--- src/rtl/vga_text_console_if.sv ---
// rtl/vga_text_console_if.sv - character handshake and display-buffer write bus for the text console
interface vga_text_console_if #(
    parameter int ASCII_WIDTH = 8
);
    logic                   char_valid;
    logic [ASCII_WIDTH-1:0] char_data;
    logic                   char_ready;
    logic                   clear_req;
    logic                   bufferWe;
    logic [31:0]            bufferAddr;
    logic [31:0]            bufferData;

    modport master (
        output char_valid, char_data, clear_req,
        input  char_ready, bufferWe, bufferAddr, bufferData
    );

    modport slave (
        input  char_valid, char_data, clear_req,
        output char_ready, bufferWe, bufferAddr, bufferData
    );
endinterface

--- src/rtl/vga_text_console.sv ---
// rtl/vga_text_console.sv - character-stream front end: cursor tracking and display-buffer writes
module vga_text_console #(
    parameter int GRID_COL    = 10,
    parameter int GRID_ROW    = 5,
    parameter int ASCII_WIDTH = 8,
    parameter int ADDR_WIDTH  = 11
) (
    input  logic                        clk_pix,
    input  logic                        rst_n,
    vga_text_console_if.slave           bus,
    output logic [$clog2(GRID_ROW)-1:0] cursor_row,
    output logic [$clog2(GRID_COL)-1:0] cursor_col,
    output logic                        busy
);
    localparam int CW = $clog2(GRID_COL);
    localparam int RW = $clog2(GRID_ROW);
    localparam int AW = ADDR_WIDTH;
    localparam logic [AW-1:0] COLS_A  = AW'(GRID_COL);
    localparam logic [AW-1:0] CELLS_A = AW'(GRID_COL * GRID_ROW);
    localparam logic [CW-1:0] LAST_COL = CW'(GRID_COL - 1);
    localparam logic [RW-1:0] LAST_ROW = RW'(GRID_ROW - 1);
    localparam logic [ASCII_WIDTH-1:0] SPACE = ASCII_WIDTH'(8'h20);

    typedef enum logic [1:0] {IDLE, PUT, WIPE, CLEAR_ALL} state_t;

    state_t                 state, state_n;
    logic [CW-1:0]          col_q, col_n;
    logic [RW-1:0]          row_q, row_n;
    logic [AW-1:0]          base_q, base_n;
    logic [AW-1:0]          cnt_q, cnt_n;
    logic [AW-1:0]          addr_q, addr_n;
    logic [ASCII_WIDTH-1:0] data_q, data_n;
    logic                   bs_q, bs_n;
    logic                   pend_q, pend_n;
    logic                   we_q, we_n;
    logic                   ready_q, ready_n;
    logic                   busy_q, busy_n;
    logic [RW-1:0]          adv_row;
    logic [AW-1:0]          adv_base;
    logic                   transfer;
    logic [ASCII_WIDTH-1:0] ch;

    assign ch       = bus.char_data;
    assign transfer = bus.char_valid & ready_q;
    // Row base tracks row*GRID_COL incrementally so no multiplier is needed.
    assign adv_row  = (row_q == LAST_ROW) ? '0 : row_q + RW'(1);
    assign adv_base = (row_q == LAST_ROW) ? '0 : base_q + COLS_A;

    always_comb begin
        state_n = state;
        col_n   = col_q;
        row_n   = row_q;
        base_n  = base_q;
        cnt_n   = cnt_q;
        bs_n    = bs_q;
        we_n    = 1'b0;
        addr_n  = addr_q;
        data_n  = data_q;
        case (state)
            IDLE: begin
                if (pend_q) begin
                    state_n = CLEAR_ALL;
                    col_n   = '0;
                    row_n   = '0;
                    base_n  = '0;
                    cnt_n   = AW'(1);
                    we_n    = 1'b1;
                    addr_n  = '0;
                    data_n  = SPACE;
                end else if (transfer) begin
                    if (ch >= ASCII_WIDTH'(8'h20) && ch <= ASCII_WIDTH'(8'h7E)) begin
                        state_n = PUT;
                        bs_n    = 1'b0;
                        we_n    = 1'b1;
                        addr_n  = base_q + AW'(col_q);
                        data_n  = ch;
                    end else if (ch == ASCII_WIDTH'(8'h0D)) begin
                        col_n = '0;
                    end else if (ch == ASCII_WIDTH'(8'h0A)) begin
                        col_n   = '0;
                        row_n   = adv_row;
                        base_n  = adv_base;
                        state_n = WIPE;
                        cnt_n   = AW'(1);
                        we_n    = 1'b1;
                        addr_n  = adv_base;
                        data_n  = SPACE;
                    end else if (ch == ASCII_WIDTH'(8'h08) && col_q != '0) begin
                        col_n   = col_q - CW'(1);
                        state_n = PUT;
                        bs_n    = 1'b1;
                        we_n    = 1'b1;
                        addr_n  = base_q + AW'(col_q) - AW'(1);
                        data_n  = SPACE;
                    end
                end
            end
            PUT: begin
                if (bs_q) begin
                    state_n = IDLE;
                end else if (col_q != LAST_COL) begin
                    col_n   = col_q + CW'(1);
                    state_n = IDLE;
                end else begin
                    col_n   = '0;
                    row_n   = adv_row;
                    base_n  = adv_base;
                    state_n = WIPE;
                    cnt_n   = AW'(1);
                    we_n    = 1'b1;
                    addr_n  = adv_base;
                    data_n  = SPACE;
                end
            end
            WIPE: begin
                if (cnt_q == COLS_A) begin
                    state_n = IDLE;
                end else begin
                    we_n   = 1'b1;
                    addr_n = base_q + cnt_q;
                    cnt_n  = cnt_q + AW'(1);
                    data_n = SPACE;
                end
            end
            default: begin
                if (cnt_q == CELLS_A) begin
                    state_n = IDLE;
                end else begin
                    we_n   = 1'b1;
                    addr_n = cnt_q;
                    cnt_n  = cnt_q + AW'(1);
                    data_n = SPACE;
                end
            end
        endcase
        // A request arriving while a full clear is underway is already covered by it.
        pend_n  = (state == CLEAR_ALL || state_n == CLEAR_ALL) ? 1'b0 : (pend_q | bus.clear_req);
        ready_n = (state_n == IDLE) && !pend_n;
        busy_n  = (state_n != IDLE);
    end

    always_ff @(posedge clk_pix or negedge rst_n) begin
        if (!rst_n) begin
            state   <= CLEAR_ALL;
            col_q   <= '0;
            row_q   <= '0;
            base_q  <= '0;
            cnt_q   <= '0;
            bs_q    <= 1'b0;
            pend_q  <= 1'b0;
            we_q    <= 1'b0;
            addr_q  <= '0;
            data_q  <= '0;
            ready_q <= 1'b0;
            busy_q  <= 1'b1;
        end else begin
            state   <= state_n;
            col_q   <= col_n;
            row_q   <= row_n;
            base_q  <= base_n;
            cnt_q   <= cnt_n;
            bs_q    <= bs_n;
            pend_q  <= pend_n;
            we_q    <= we_n;
            addr_q  <= addr_n;
            data_q  <= data_n;
            ready_q <= ready_n;
            busy_q  <= busy_n;
        end
    end

    assign bus.char_ready = ready_q;
    assign bus.bufferWe   = we_q;
    assign bus.bufferAddr = {{(32-AW){1'b0}}, addr_q};
    assign bus.bufferData = {{(32-ASCII_WIDTH){1'b0}}, data_q};
    assign cursor_row     = row_q;
    assign cursor_col     = col_q;
    assign busy           = busy_q;
endmodule

--- src/flat_wrapper.sv ---
// flat-port wrapper written by rule: the top's interface ports become plain ports
module vga_text_console_flat 
#(
    parameter int GRID_COL    = 10,
    parameter int GRID_ROW    = 5,
    parameter int ASCII_WIDTH = 8,
    parameter int ADDR_WIDTH  = 11
)
  (clk_pix, rst_n, cursor_row, cursor_col, busy, bus_char_valid, bus_char_data, bus_clear_req, bus_char_ready, bus_bufferWe, bus_bufferAddr, bus_bufferData);
  vga_text_console_if #(.ASCII_WIDTH(ASCII_WIDTH)) bus_i ();
  input  logic clk_pix;
  input  logic rst_n;
  output logic [$clog2(GRID_ROW)-1:0] cursor_row;
  output logic [$clog2(GRID_COL)-1:0] cursor_col;
  output logic busy;
  input wire logic [$bits(bus_i.char_valid)-1:0] bus_char_valid;
  input wire logic [$bits(bus_i.char_data)-1:0] bus_char_data;
  input wire logic [$bits(bus_i.clear_req)-1:0] bus_clear_req;
  output wire logic [$bits(bus_i.char_ready)-1:0] bus_char_ready;
  output wire logic [$bits(bus_i.bufferWe)-1:0] bus_bufferWe;
  output wire logic [$bits(bus_i.bufferAddr)-1:0] bus_bufferAddr;
  output wire logic [$bits(bus_i.bufferData)-1:0] bus_bufferData;
  assign bus_i.char_valid = bus_char_valid;
  assign bus_i.char_data = bus_char_data;
  assign bus_i.clear_req = bus_clear_req;
  assign bus_char_ready = bus_i.char_ready;
  assign bus_bufferWe = bus_i.bufferWe;
  assign bus_bufferAddr = bus_i.bufferAddr;
  assign bus_bufferData = bus_i.bufferData;
  vga_text_console #(.GRID_COL(GRID_COL), .GRID_ROW(GRID_ROW), .ASCII_WIDTH(ASCII_WIDTH), .ADDR_WIDTH(ADDR_WIDTH)) u_core (.clk_pix(clk_pix), .rst_n(rst_n), .bus(bus_i), .cursor_row(cursor_row), .cursor_col(cursor_col), .busy(busy));
endmodule
--- config.mk ---
export PLATFORM = sky130hd
export DESIGN_NAME = vga_text_console_flat
export DESIGN_NICKNAME = d
export VERILOG_FILES = /design/src/rtl/vga_text_console_if.sv /design/src/rtl/vga_text_console.sv /design/src/flat_wrapper.sv
export SDC_FILE = /design/constraint.sdc
export NUM_CORES = 1
export LEC_CHECK = 0
export CORE_ASPECT_RATIO = 0.9
export CORE_MARGIN = 8
export CORE_UTILIZATION = 45
export DETAILED_ROUTE_END_ITERATION = 8
export GPL_ROUTABILITY_DRIVEN = 0
export PLACE_DENSITY = 0.7
export SETUP_SLACK_MARGIN = 0.2
export SLEW_MARGIN = 0
export SYNTH_ARGS = -nofsm -noshare
export SYNTH_HDL_FRONTEND = slang
export SYNTH_SLANG_ARGS = --single-unit
--- constraint.sdc ---
create_clock -name clk_pix -period 4 [get_ports clk_pix]
set_input_delay 0.8 -clock clk_pix [delete_from_list [all_inputs] [get_ports clk_pix]]
set_output_delay 0.8 -clock clk_pix [all_outputs]
set_load 0.02 [all_outputs]
======== Yosys cells after proc, flatten, opt, wreduce, memory -nomap -nowiden ========
Index checks and enable logic that the tools add are counted.
storage, ports and cells
  bits in registers ....................... 55
  input port bits ......................... 12
  output and inout bits ................... 74
  logic and storage cells ................. 149
cells by class
  add/sub/neg operators ................... 8
  order comparisons ....................... 2
  equality and inequality tests ........... 24
  muxes and demuxes ....................... 84
  bitwise operators ....................... 3
  reduce and logical (&&, ||, !) cells .... 16
operators by type and width
  cell                     number
  $mux W11                 25
  $mux W8                  10
  $pmux W11 S3             2
  $mux W4                  8
  $eq A8 B4 Y1 const B     3
  $mux W3                  8
  $pmux W8 S3              1
  $pmux W11 S2             1
  $mux W2                  10
  $mux W1                  15
  $reduce_and A7 Y1        2
  $add A11 B1 Y11 const B  1
  $add A11 B11 Y11         1
  $add A11 B4 Y11          1
  $add A11 B4 Y11 const B  1
  $eq A11 B4 Y1 const B    1
  $eq A11 B6 Y1 const B    1
  $sub A11 B1 Y11 const B  1
  $ne A5 B1 Y1 const B     2
  $ge A8 B6 Y1 const B     1
  $le A8 B7 Y1 const B     1
  $ne A4 B4 Y1 const B     2
  $pmux W4 S2              1
  $reduce_and A8 Y1        1
  25 further kinds         37

======== Logic depth before layout (Yosys ltp) ========
Gate-level depths: netlist (run 1).
  word-level depth ........................ 14
  mapped depth ............................ 11
  mapped depth without buffers ............ 11

======== Worst setup path before layout (run 1) ========
Ideal clock, no wire load.
  kind .................................... register -> register
  start ................................... reg u_core.col_q[0], in the netlist u_core.cursor_col[0]
  end ..................................... reg u_core.addr_q[8]
  library setup time ...................... 0.119 ns
  arrival ................................. 2.761 ns
  data required time ...................... 3.881 ns
  setup slack ............................. 1.120 ns
  cell stages (with the launch flop) ...... 10
  buffers on the path ..................... 0
  period minus slack after synthesis ...... 2.880 ns
  cell sequence ........................... dfrtp_1 > ha_1 > fa_1 > a211oi_1 > or4_1 > o311ai_0 > nor3_1 > mux2i_1 > a21oi_1 > o21a_1
between the ends
  word-level cells in the longest chain between the ends .. 9
  elaborated cells between the ends (all ways) .. 15
  classes of those cells .................. add/sub: 2; eq/ne: 3; mux: 7; reduce/logical: 3
ends and longest elaborated chain
  element                 line                                            RTL
  start, declared         vga_text_console.sv:27                          logic [CW-1:0] col_q, col_n;
  start signal, assigned  vga_text_console.sv:158                         col_q <= col_n;
  $add A11 B4 Y11         vga_text_console.sv:75, vga_text_console.sv:93
  $sub A11 B1 Y11         vga_text_console.sv:93                          addr_n = base_q + AW'(col_q) - AW'(1);
  $mux W11                vga_text_console.sv:88                          end else if (ch == ASCII_WIDTH'(8'h08) && col_q != '0) begin
  $mux W11                vga_text_console.sv:79                          end else if (ch == ASCII_WIDTH'(8'h0A)) begin
  $mux W11                vga_text_console.sv:77                          end else if (ch == ASCII_WIDTH'(8'h0D)) begin
  $mux W11                vga_text_console.sv:71                          if (ch >= ASCII_WIDTH'(8'h20) && ch <= ASCII_WIDTH'(8'h7E)) begin
  $mux W11                vga_text_console.sv:70                          end else if (transfer) begin
  $mux W11                vga_text_console.sv:61                          if (pend_q) begin
  $pmux W11 S3            vga_text_console.sv:59                          case (state)
  end signal, assigned    vga_text_console.sv:165                         addr_q <= addr_n;
  end, declared           vga_text_console.sv:31                          logic [AW-1:0] addr_q, addr_n;
Several ways; a longest one is shown, not always the timed one. The select of a mux whose other input is x is not followed.
A chain may end at the register's enable or synchronous reset.

======== Worst setup path in the final report (run 1) ========
  start ................................... reg u_core.col_q[0], in the netlist u_core.cursor_col[0]
  end ..................................... reg u_core.addr_q[7]
The elaborated chain is that of the path after synthesis.

==> results of run 1 <==
[power by group]
group / switching [µW] / internal [µW]
combinational: 720 / 520
clock: 213 / 316
sequential: 212 / 668
total: 1140 / 1500
[cells in the mapped netlist (4+ instances only)]
cell type / count / area share
sky130_fd_sc_hd__nand2_1: 64 / 0.052
sky130_fd_sc_hd__dfrtp_1: 52 / 0.28
sky130_fd_sc_hd__nor2_1: 51 / 0.041
sky130_fd_sc_hd__o21ai_0: 48 / 0.052
sky130_fd_sc_hd__a21oi_1: 45 / 0.049
sky130_fd_sc_hd__buf_4: 45 / 0.073
sky130_fd_sc_hd__ha_1: 24 / 0.065
sky130_fd_sc_hd__clkbuf_1: 20 / 0.016
sky130_fd_sc_hd__nor3_1: 20 / 0.022
sky130_fd_sc_hd__nand3_1: 19 / 0.021
sky130_fd_sc_hd__inv_1: 17 / 0.014
sky130_fd_sc_hd__xor2_1: 12 / 0.023
sky130_fd_sc_hd__xnor2_1: 11 / 0.021
sky130_fd_sc_hd__or3_1: 10 / 0.014
sky130_fd_sc_hd__a211oi_1: 9 / 0.015
sky130_fd_sc_hd__o22ai_1: 9 / 0.012
sky130_fd_sc_hd__a31oi_1: 8 / 0.011
sky130_fd_sc_hd__o31ai_1: 8 / 0.013
sky130_fd_sc_hd__and3_1: 7 / 0.0095
sky130_fd_sc_hd__mux2i_1: 7 / 0.015
sky130_fd_sc_hd__nor4_1: 7 / 0.0095
sky130_fd_sc_hd__a221oi_1: 6 / 0.011
sky130_fd_sc_hd__nand4_1: 5 / 0.0068
sky130_fd_sc_hd__and2_1: 4 / 0.0054
sky130_fd_sc_hd__buf_1: 4 / 0.0032
sky130_fd_sc_hd__buf_2: 4 / 0.0043
sky130_fd_sc_hd__nand2b_1: 4 / 0.0054
sky130_fd_sc_hd__o221ai_1: 4 / 0.0076
sky130_fd_sc_hd__or2_2: 4 / 0.0054
sky130_fd_sc_hd__or3b_2: 4 / 0.0076
[logic make-up (layout without fill, tap and decap cells)]
kind of cell | count (synthesis) | after routing | share of synthesized area
and+or+nand+nor | 215 | 215 | 0.231
AOI/OAI and AO/OA | 165 | 165 | 0.223
buffers and inverters | 92 | 77 | 0.112
DFF | 55 | 55 | 0.298
adders and majority gates | 26 | 26 | 0.0736
xor gates and xnor gates | 23 | 23 | 0.0436
muxes | 8 | 8 | 0.0176
other | 1 | 45 | 0.000811
[state kept, by name (all words and copies together) (netlist names)]
register,count
u_core.pend_q,1
u_core.cursor_col,4
u_core.base_q,11
u_core.state,2
u_core.addr_q,11
u_core.data_q,8
u_core.busy,1
u_core.bs_q,1
u_core.cnt_q,11
u_core.cursor_row,3
u_core.bus.char_ready,1
u_core.bus.bufferWe,1
[per-stage QoR]
step	setup WS [ns]	utilization	total power [µW]	cells	instance area [µm²]
4_1_cts	0.635	0.509	2640	743	5150
3_3_place_gp	0.347	0.492	2070	735	4970
5_1_grt	0.247	0.509	2830	743	5150
6_report	0.536	0.509	2650	743	5150
2_1_floorplan	1.12	-	1730	629	4790
3_5_place_dp	0.334	0.492	2090	735	4970
[layer usage]
metal  GRT usage  vias up  part of all wire
met3      0.0386       13             0.098
met5           0        -                 0
met1       0.272     2075              0.44
met2       0.291      211              0.45
li1            -     2084                 -
met4      0.0422        0             0.016
[worst min-delay path by stage]
| stage | from | end | slack [ns] | cells after the start |
|---|---|---|---|---|
| 2_1_floorplan | rst_n | u_core.addr_q[0]$_DFFE_PN0P_ | 0.50 | 0 |
| 3_3_place_gp | u_core.data_q[7]$_DFFE_PN0P_ | u_core.data_q[7]$_DFFE_PN0P_ | 0.47 | 1 |
| 3_5_place_dp | u_core.addr_q[3]$_DFFE_PN0P_ | u_core.addr_q[3]$_DFFE_PN0P_ | 0.47 | 2 |
| 4_1_cts | u_core.addr_q[3]$_DFFE_PN0P_ | u_core.addr_q[3]$_DFFE_PN0P_ | 0.49 | 2 |
| 5_1_grt | u_core.addr_q[3]$_DFFE_PN0P_ | u_core.addr_q[3]$_DFFE_PN0P_ | 0.51 | 2 |
| 6_report | u_core.addr_q[3]$_DFFE_PN0P_ | u_core.addr_q[3]$_DFFE_PN0P_ | 0.48 | 2 |
[cell type report]
class | count | area share
Multi-Input combinational cell | 482 | 0.561
Sequential cell | 55 | 0.268
Inverter | 19 | 0.0138
Tap cell | 129 | 0.0313
Timing Repair Buffer | 50 | 0.0913
Clock buffer | 6 | 0.0270
Clock inverter | 2 | 0.00753
[worst max-delay path, delay by kind of cell (launching register included)]
family | cells | cell delay, ns
DFF | 1 | 0.51
and+or+nand+nor | 2 | 0.20
muxes | 1 | 0.30
AOI/OAI and AO/OA | 4 | 1.59
adders and majority gates | 2 | 0.73
==> flow_metrics.tcl, run 1 <==
set metrics [dict create \
    cts.reportedPaths.clkPinSlew_ns 0.08 \
    worst_r2r_startpoint "u_core.cursor_col[0]$_DFFE_PN0P_" \
    multi_input_comb_area_um2 2890 \
    cell_repeated_most_along_the_worst_path "sky130_fd_sc_hd__a21oi_1" \
    pwr_density_cell_nw_per_um2 514 \
    reg2reg_setup_slack_ns 0.54 \
    total_leakage_power_uw 0.00218 \
    clk_root_buffer_cell "sky130_fd_sc_hd__clkbuf_16" \
    worst_pin_slew_ns 0.954 \
    setup_viol 0 \
    hpwl_um 9950 \
    worst_r2r_endpoint "u_core.addr_q[7]$_DFFE_PN0P_" \
    crit_end "u_core.addr_q[7]$_DFFE_PN0P_" \
    syn-instance-count 585 \
    cts_made_buffers 5 \
    cts_sinks 55 \
    first_pass_iters 7 \
    layout_worst_path_cycle_share 0.866 \
    outcome "finished clean" \
    die-width_um 123 \
    cts_hold_repair.buffers 0 \
    cts.repair_timing.setup_buffer_count 0 \
    clock_tree_from_tritoncts "yes" \
    proportion_of_synthesized_chip_area_in_sequential_cells 0.298 \
    via_count_of_the_first_global_routing_pass 4069 \
    syn_to_final_growth_pct 11.4 \
    ys_async_sr_fraction 1.00 \
    holdCritPathClass "reg2reg" \
    layout_common_cells "sky130_fd_sc_hd__nand2_1 (64), sky130_fd_sc_hd__dfrtp_1 (52), sky130_fd_sc_hd__nor2_1 (51), sky130_fd_sc_hd__o21ai_0 (48)" \
    ir_worst_vdd_mv 0.336 \
    die_height_um 112 \
    final_layout_size_suffix_gt1_frac 0.0619 \
    nFillCells 939 \
    cp.arrival_ns 3.62 \
    totalNegativeSetupSlack_ns 0 \
    grt_start_max_net_pins 31 \
    yosys_warnings 0 \
    path_cells "ha_1 -> fa_1 -> a21oi_1 -> nor4bb_1 -> o311ai_0 -> nor2_1 -> mux2_2 -> o21ai_0 -> a21oi_1" \
    io_pins 86 \
    syn-cell-area_um2 4620 \
    via_total_after_detailed_routing 4383 \
    drt.antenna.violating_nets 0 \
    crit_required_ns 4.16 \
    synth_edf_count 0 \
    max_stage_delay_ns 0.84 \
    antenna-diode-count 0 \
    avgViaCountPerCell 5.90 \
    max_freq_ghz 0.289 \
    clk-insertion-delay-late_ns 0.29 \
    fin_hold_ws_ns 0.478 \
    dieArea_um2 13800 \
    detail_route.wl_per_cell_um 17.6 \
    antenna_found_initial 0 \
    worstRegToRegCells 9 \
    rows 35 \
    layout.nets 651 \
    cp_max_fo 10 \
    maxSlewHeadroom 0.356 \
    synth-main-ff-cell "sky130_fd_sc_hd__dfrtp_1" \
    hold_fails_final_rpt 0 \
    design.core.area_um2 10100 \
    max-cap-violations 0 \
    timing.critical_path.to_type "flop" \
    synth-seq-cells 55 \
    clockBufferDepth 2 \
    footprint_of_the_flip_flops_and_latches_um2 1380 \
    timing.critical_path.from_type "flop" \
    final_wl_um 13100 \
    initial_utilization 0.457 \
    synth.lib_cells_used.distinct 65 \
    gr-usage-all-layers 0.192 \
    grt_setup_unrepaired "no" \
    grt_first_pass_wirelength_um 21400 \
    cts_max_level 2 \
    global_route.overflow_total 0 \
    final_max_slew_viol_count 0 \
    syn-mean-instance-area_um2 7.91 \
    setup.worst_path.class "reg2reg" \
    placement.io_buffers 40 \
    cp-startpoint "u_core.cursor_col[0]$_DFFE_PN0P_" \
    largest_clock_skew_in_the_final_design_ns 0.00806 \
    dr.first_iter.drc_count 431 \
    drc_errors 0 \
    mostFrequentLayoutCell "sky130_fd_sc_hd__nand2_1" \
    layout_min_cycle_time_ns 3.46 \
    cts-resized-gates 0 \
    critPathSlowestCell "sky130_fd_sc_hd__o311ai_0" \
]
Note: power is estimated with default switching activity, not from simulation.
==> inputs of run 2 (changes only) <==
CORE_ASPECT_RATIO = 1.25   (was 0.9)
==> run 2 against run 1 <==
Utilization grew 0.34 points. Combinational power about the same. First-iteration DRC count fell by 10%. Total power increased by 0.11%. Critical path depth stayed put. Count of clock-buffer cells in the layout fell by 1. Non-clock buffer count grew 1. Final area is essentially flat. Clock power decreased by 2%. Register-to-register slack got worse by 0.05 ns. Highest routed layer unchanged.
==> flow_metrics.tcl, run 2 (synthesis results as in run 1) <==
set metrics [dict create \
    avgViaCountPerCell 5.94 \
    timing.critical_path.from_type "flop" \
    cts_hold_repair.buffers 0 \
    drc_errors 0 \
    antenna_found_initial 0 \
    nFillCells 955 \
    gr-usage-all-layers 0.201 \
    final_layout_size_suffix_gt1_frac 0.0634 \
    antenna-diode-count 0 \
    final_max_slew_viol_count 0 \
    outcome "finished clean" \
    cts_sinks 55 \
    reg2reg_setup_slack_ns 0.48 \
    largest_clock_skew_in_the_final_design_ns 0.00976 \
    fin_area_um2 5150 \
    cts.repair_timing.setup_buffer_count 0 \
    global_route.overflow_total 0 \
    cts.reportedPaths.clkPinSlew_ns 0.08 \
    cp_max_fo 10 \
    worst_r2r_startpoint "u_core.cursor_col[0]$_DFFE_PN0P_" \
    ir_worst_vdd_mv 0.203 \
    clock_tree_from_tritoncts "yes" \
    drt.antenna.violating_nets 0 \
    layout.nets 652 \
    initial_utilization 0.460 \
    io_pins 86 \
    layout_common_cells "sky130_fd_sc_hd__nand2_1 (64), sky130_fd_sc_hd__dfrtp_1 (52), sky130_fd_sc_hd__nor2_1 (51), sky130_fd_sc_hd__o21ai_0 (48)" \
    max_freq_ghz 0.284 \
    cts_max_level 2 \
    grt_first_pass_wirelength_um 22400 \
    setup.worst_path.class "reg2reg" \
    placement.io_buffers 40 \
    total_leakage_power_uw 0.00218 \
    max-cap-violations 0 \
    rows 41 \
    grt_setup_unrepaired "no" \
    maxSlewHeadroom 0.301 \
    die-width_um 107 \
    clk-insertion-delay-late_ns 0.31 \
    design.core.area_um2 10100 \
    crit_required_ns 4.17 \
    hpwl_um 10400 \
    die_height_um 129 \
    syn_to_final_growth_pct 11.4 \
    holdCritPathClass "in2async" \
    grt_start_max_net_pins 37 \
    layout_worst_path_cycle_share 0.880 \
    clk_root_buffer_cell "sky130_fd_sc_hd__clkbuf_16" \
    dieArea_um2 13800 \
    worst_r2r_endpoint "u_core.addr_q[7]$_DFFE_PN0P_" \
    detail_route.wl_per_cell_um 18.3 \
    timing.critical_path.to_type "flop" \
    cts_made_buffers 5 \
    cp.arrival_ns 3.69 \
    hold_fails_final_rpt 0 \
    postPlaceCellArea_um2 4980 \
    first_pass_iters 5 \
    dr.first_iter.drc_count 386 \
    totalNegativeSetupSlack_ns 0 \
    worstRegToRegCells 9 \
    setup_viol 0 \
    layout_min_cycle_time_ns 3.52 \
    final_wl_um 13600 \
    pwr_density_cell_nw_per_um2 515 \
    cts-resized-gates 0 \
    clockBufferDepth 2 \
    worst_pin_slew_ns 1.04 \
    mostFrequentLayoutCell "sky130_fd_sc_hd__nand2_1" \
    reg_top3 "u_core.addr_q x11, u_core.base_q x11, u_core.cnt_q x11" \
    via_count_of_the_first_global_routing_pass 4350 \
    via_total_after_detailed_routing 4416 \
]
-- run 2: cell type report --
type | count | area (µm²) | area share
clock buffers | 5 | 125 | 0.0243
clock inverters | 3 | 47.5 | 0.00923
inverters | 19 | 71.3 | 0.0138
multi-input cells | 482 | 2890 | 0.561
flip-flops and latches | 55 | 1380 | 0.268
well taps | 129 | 161 | 0.0313
repair buffers | 51 | 478 | 0.0927
-- run 2: power by group --
part / leakage [µW] / switching, µW / internal [µW] / total (µW)
Clock: 0.0000844 / 218 / 299 / 517
Combinational: 0.00139 / 731 / 528 / 1260
Sequential: 0.000710 / 207 / 668 / 875
Total: 0.00218 / 1160 / 1500 / 2650
-- run 2: through the flow --
| step | setup slack, ns | power (µW) | cells | hold WS, ns | utilization |
|---|---|---|---|---|---|
| 6_report | 0.482 | 2650 | 744 | 0.436 | 0.513 |
| 5_1_grt | 0.233 | 2830 | 744 | 0.473 | 0.513 |
| 4_1_cts | 0.543 | 2650 | 744 | 0.451 | 0.513 |
| 3_5_place_dp | 0.410 | 2130 | 736 | 0.475 | 0.495 |
| 3_3_place_gp | 0.447 | 2090 | 736 | 0.465 | 0.495 |
| 2_1_floorplan | 1.12 | 1730 | 629 | 0.495 | - |
-- run 2: metal layers --
| metal | wire length [µm] | global-route usage | part of all wire |
|---|---|---|---|
| met1 | 5530 | 0.237 | 0.41 |
| met2 | 6810 | 0.348 | 0.50 |
| met3 | 768 | 0.0283 | 0.056 |
| met4 | 490 | 0.102 | 0.036 |
| met5 | 0 | 0 | 0 |
-- run 2: worst max-delay path by stage --
stage	from	to	slack, ns	depth (start not counted)
3_5_place_dp	bus_char_data[7]	u_core.addr_q[8]$_DFFE_PN0P_	0.41	9
5_1_grt	u_core.cursor_col[0]$_DFFE_PN0P_	u_core.addr_q[7]$_DFFE_PN0P_	0.23	9
4_1_cts	u_core.cursor_col[0]$_DFFE_PN0P_	u_core.addr_q[7]$_DFFE_PN0P_	0.54	9
3_3_place_gp	bus_char_data[7]	u_core.data_q[5]$_DFFE_PN0P_	0.45	8
2_1_floorplan	u_core.cursor_col[0]$_DFFE_PN0P_	u_core.addr_q[8]$_DFFE_PN0P_	1.12	9
6_report	u_core.cursor_col[0]$_DFFE_PN0P_	u_core.addr_q[7]$_DFFE_PN0P_	0.48	9
-- run 2: critical path, cell delays in order (launching register included) --
cell and delay (ns):
sky130_fd_sc_hd__dfrtp_1 0.53, sky130_fd_sc_hd__ha_1 0.32, sky130_fd_sc_hd__fa_1 0.43, sky130_fd_sc_hd__a21oi_1 0.25
sky130_fd_sc_hd__nor4bb_1 0.11, sky130_fd_sc_hd__o311ai_0 0.90, sky130_fd_sc_hd__nor2_1 0.09, sky130_fd_sc_hd__mux2_2 0.30
sky130_fd_sc_hd__o21ai_0 0.31, sky130_fd_sc_hd__a21oi_1 0.13
==> inputs of run 3 (changes only) <==
CORE_UTILIZATION = 54   (was 45)
PLACE_DENSITY = 0.82   (was 0.7)
==> run 3 against run 2 <==
Maximum frequency up 4.6%. Wire length down 4.6%. Sequential power up 2%. Final area down 3.0%. Utilization up 9.1 points. Flip-flop and latch count unchanged. Worst setup slack better by 0.16 ns. Final cell count down 4.8%. Combinational power down 3%.
==> flow_metrics.tcl, run 3 (synthesis results as in run 1) <==
set metrics [dict create \
    outcome "finished clean" \
    clk_root_buffer_cell "sky130_fd_sc_hd__clkbuf_8" \
    placement.io_buffers 40 \
    antenna_found_initial 0 \
    via_total_after_detailed_routing 4495 \
    dieArea_um2 11800 \
    critPathTopFamily "compound AO/OA/AOI/OAI gates" \
    worst_r2r_startpoint "u_core.cursor_col[0]$_DFFE_PN0P_" \
    clock_tree_from_tritoncts "yes" \
    die_height_um 119 \
    detail_route.wl_per_cell_um 18.3 \
    max_freq_ghz 0.297 \
    reg2reg_setup_slack_ns 0.64 \
    die-width_um 98.8 \
    timing.critical_path.to_type "flop" \
    global_route.overflow_total 0 \
    internal-power_uw 1310 \
    initial_utilization 0.558 \
    grt_start_max_net_pins 37 \
    layout_common_cells "sky130_fd_sc_hd__nand2_1 (64), sky130_fd_sc_hd__dfrtp_1 (52), sky130_fd_sc_hd__nor2_1 (51), sky130_fd_sc_hd__o21ai_0 (48)" \
    ir_worst_vdd_mv 0.264 \
    cts.reportedPaths.clkPinSlew_ns 0.11 \
    power.combinational.fraction 0.500 \
    maxSlewHeadroom 0.384 \
    cts_hold_repair.buffers 0 \
    design.core.area_um2 8290 \
    final_wl_um 13000 \
    switching_share 0.463 \
    cts.repair_timing.setup_buffer_count 0 \
    cts-resized-gates 0 \
    syn_to_final_growth_pct 8.14 \
    layout.nets 648 \
    cp-startpoint "u_core.cursor_col[0]$_DFFE_PN0P_" \
    total_leakage_power_uw 0.00213 \
    drt.antenna.violating_nets 0 \
    numPlacedInstances 700 \
    worstRegToRegCells 9 \
    layout_worst_path_cycle_share 0.841 \
    totalNegativeSetupSlack_ns 0 \
    pwr_density_cell_nw_per_um2 487 \
    cts_max_level 2 \
    timing.critical_path.from_type "flop" \
    cp_max_fo 10 \
    rows 37 \
    layout_min_cycle_time_ns 3.36 \
    clockBufferDepth 2 \
    setup_viol 0 \
    cell_repeated_most_along_the_worst_path "sky130_fd_sc_hd__a21oi_1" \
    cp.buffers_inverters 0 \
    final_cell_count_no_fill 708 \
    setup.worst_path.class "reg2reg" \
    drc_errors 0 \
    holdCritPathClass "in2async" \
    finalCoreUtilization 0.604 \
    crit_required_ns 4.21 \
    first_pass_iters 5 \
    cp.arrival_ns 3.57 \
    gr-usage-all-layers 0.217 \
    dr.first_iter.drc_count 577 \
    cts_sinks 55 \
    cts_made_buffers 5 \
    antenna-diode-count 0 \
    critPathSlowestCell "sky130_fd_sc_hd__o311ai_0" \
    final_max_slew_viol_count 0 \
    worst_r2r_endpoint "u_core.addr_q[9]$_DFFE_PN0P_" \
    worst_pin_slew_ns 0.913 \
    max-cap-violations 0 \
    hpwl_um 9830 \
    grt_setup_unrepaired "no" \
    mostFrequentLayoutCell "sky130_fd_sc_hd__nand2_1" \
    power.switching_uw 1130 \
    via_count_of_the_first_global_routing_pass 4383 \
    path_cells "ha_1 -> fa_1 -> a21oi_1 -> nor4bb_1 -> o311ai_0 -> nor4_1 -> mux2i_1 -> o21ai_0 -> a21oi_1" \
    grt_first_pass_wirelength_um 21100 \
    pwr-share-clk 0.135 \
    largest_clock_skew_in_the_final_design_ns 0.0131 \
    reg_top3 "u_core.addr_q x11, u_core.base_q x11, u_core.cnt_q x11" \
    avgViaCountPerCell 6.35 \
    max_stage_delay_ns 0.81 \
    power.share.sequential 0.365 \
    clk-insertion-delay-late_ns 0.33 \
    hold_fails_final_rpt 0 \
    io_pins 86 \
    final_layout_size_suffix_gt1_frac 0.0556 \
]
run 3: cell count changes in the layout (fill, tap and decap cells not counted):
cell / before / now
sky130_fd_sc_hd__clkbuf_8: 0 / 5
sky130_fd_sc_hd__clkbuf_16: 5 / 0
sky130_fd_sc_hd__clkbuf_1: 0 / 1
sky130_fd_sc_hd__buf_4: 11 / 7
sky130_fd_sc_hd__bufinv_16: 1 / 0
run 3: routing by layer:
| metal | GRT usage | wire [µm] | up-vias |
|---|---|---|---|
| met4 | 0.137 | 672 | 0 |
| met3 | 0.0466 | 1100 | 59 |
| met1 | 0.250 | 5100 | 2105 |
| met2 | 0.359 | 6100 | 257 |
| met5 | 0 | 0 | - |
| li1 | - | - | 2074 |
run 3: layout make-up:
type | instances | area, µm²
tap | 97 | 121
inverter | 19 | 71.3
clock buffer | 6 | 72.6
fill | 736 | 3290
clock inverter | 2 | 17.5
multi-input combinational | 482 | 2890
timing repair buffer | 47 | 448
sequential | 55 | 1380
run 3: worst max-delay path by stage:
| stage | endpoint | slack (ns) | depth (start not counted) |
|---|---|---|---|
| finish | u_core.addr_q[9]$_DFFE_PN0P_ | 0.64 | 9 |
| CTS | u_core.addr_q[9]$_DFFE_PN0P_ | 0.69 | 9 |
| floorplan | u_core.addr_q[8]$_DFFE_PN0P_ | 1.12 | 9 |
| global placement | u_core.addr_q[8]$_DFFE_PN0P_ | 0.59 | 9 |
| detailed placement | u_core.cnt_q[8]$_DFFE_PN0P_ | 0.51 | 8 |
| global route | u_core.addr_q[7]$_DFFE_PN0P_ | 0.37 | 9 |
run 3: worst register-to-register path, delay by kind of cell, from the launching register on:
family	cells	cell delay, ns
AO/OA/AOI/OAI	4	1.52
adder cells (fa/ha/maj)	2	0.74
flip-flops	1	0.54
multiplexers	1	0.16
AND/OR/NAND/NOR	2	0.28
run 3: power groups by stage:
| stage | Combinational, µW | Sequential, µW | Clock, µW |
|---|---|---|---|
| global placement | 1160 | 893 | 0 |
| global route | 1340 | 909 | 357 |
| floorplan | 878 | 855 | 0 |
| CTS | 1200 | 884 | 335 |
| detailed placement | 1200 | 894 | 0 |
| finish | 1220 | 889 | 329 |
run 3: per-stage QoR:
stage / cell area (µm²) / hold slack (ns) / total power [µW] / worst slack [ns]
2_1_floorplan: 4790 / 0.495 / 1730 / 1.12
3_3_place_gp: 4910 / 0.467 / 2050 / 0.589
3_5_place_dp: 4910 / 0.469 / 2090 / 0.512
4_1_cts: 5000 / 0.404 / 2420 / 0.692
5_1_grt: 5000 / 0.415 / 2610 / 0.367
6_report: 5000 / 0.391 / 2440 / 0.638
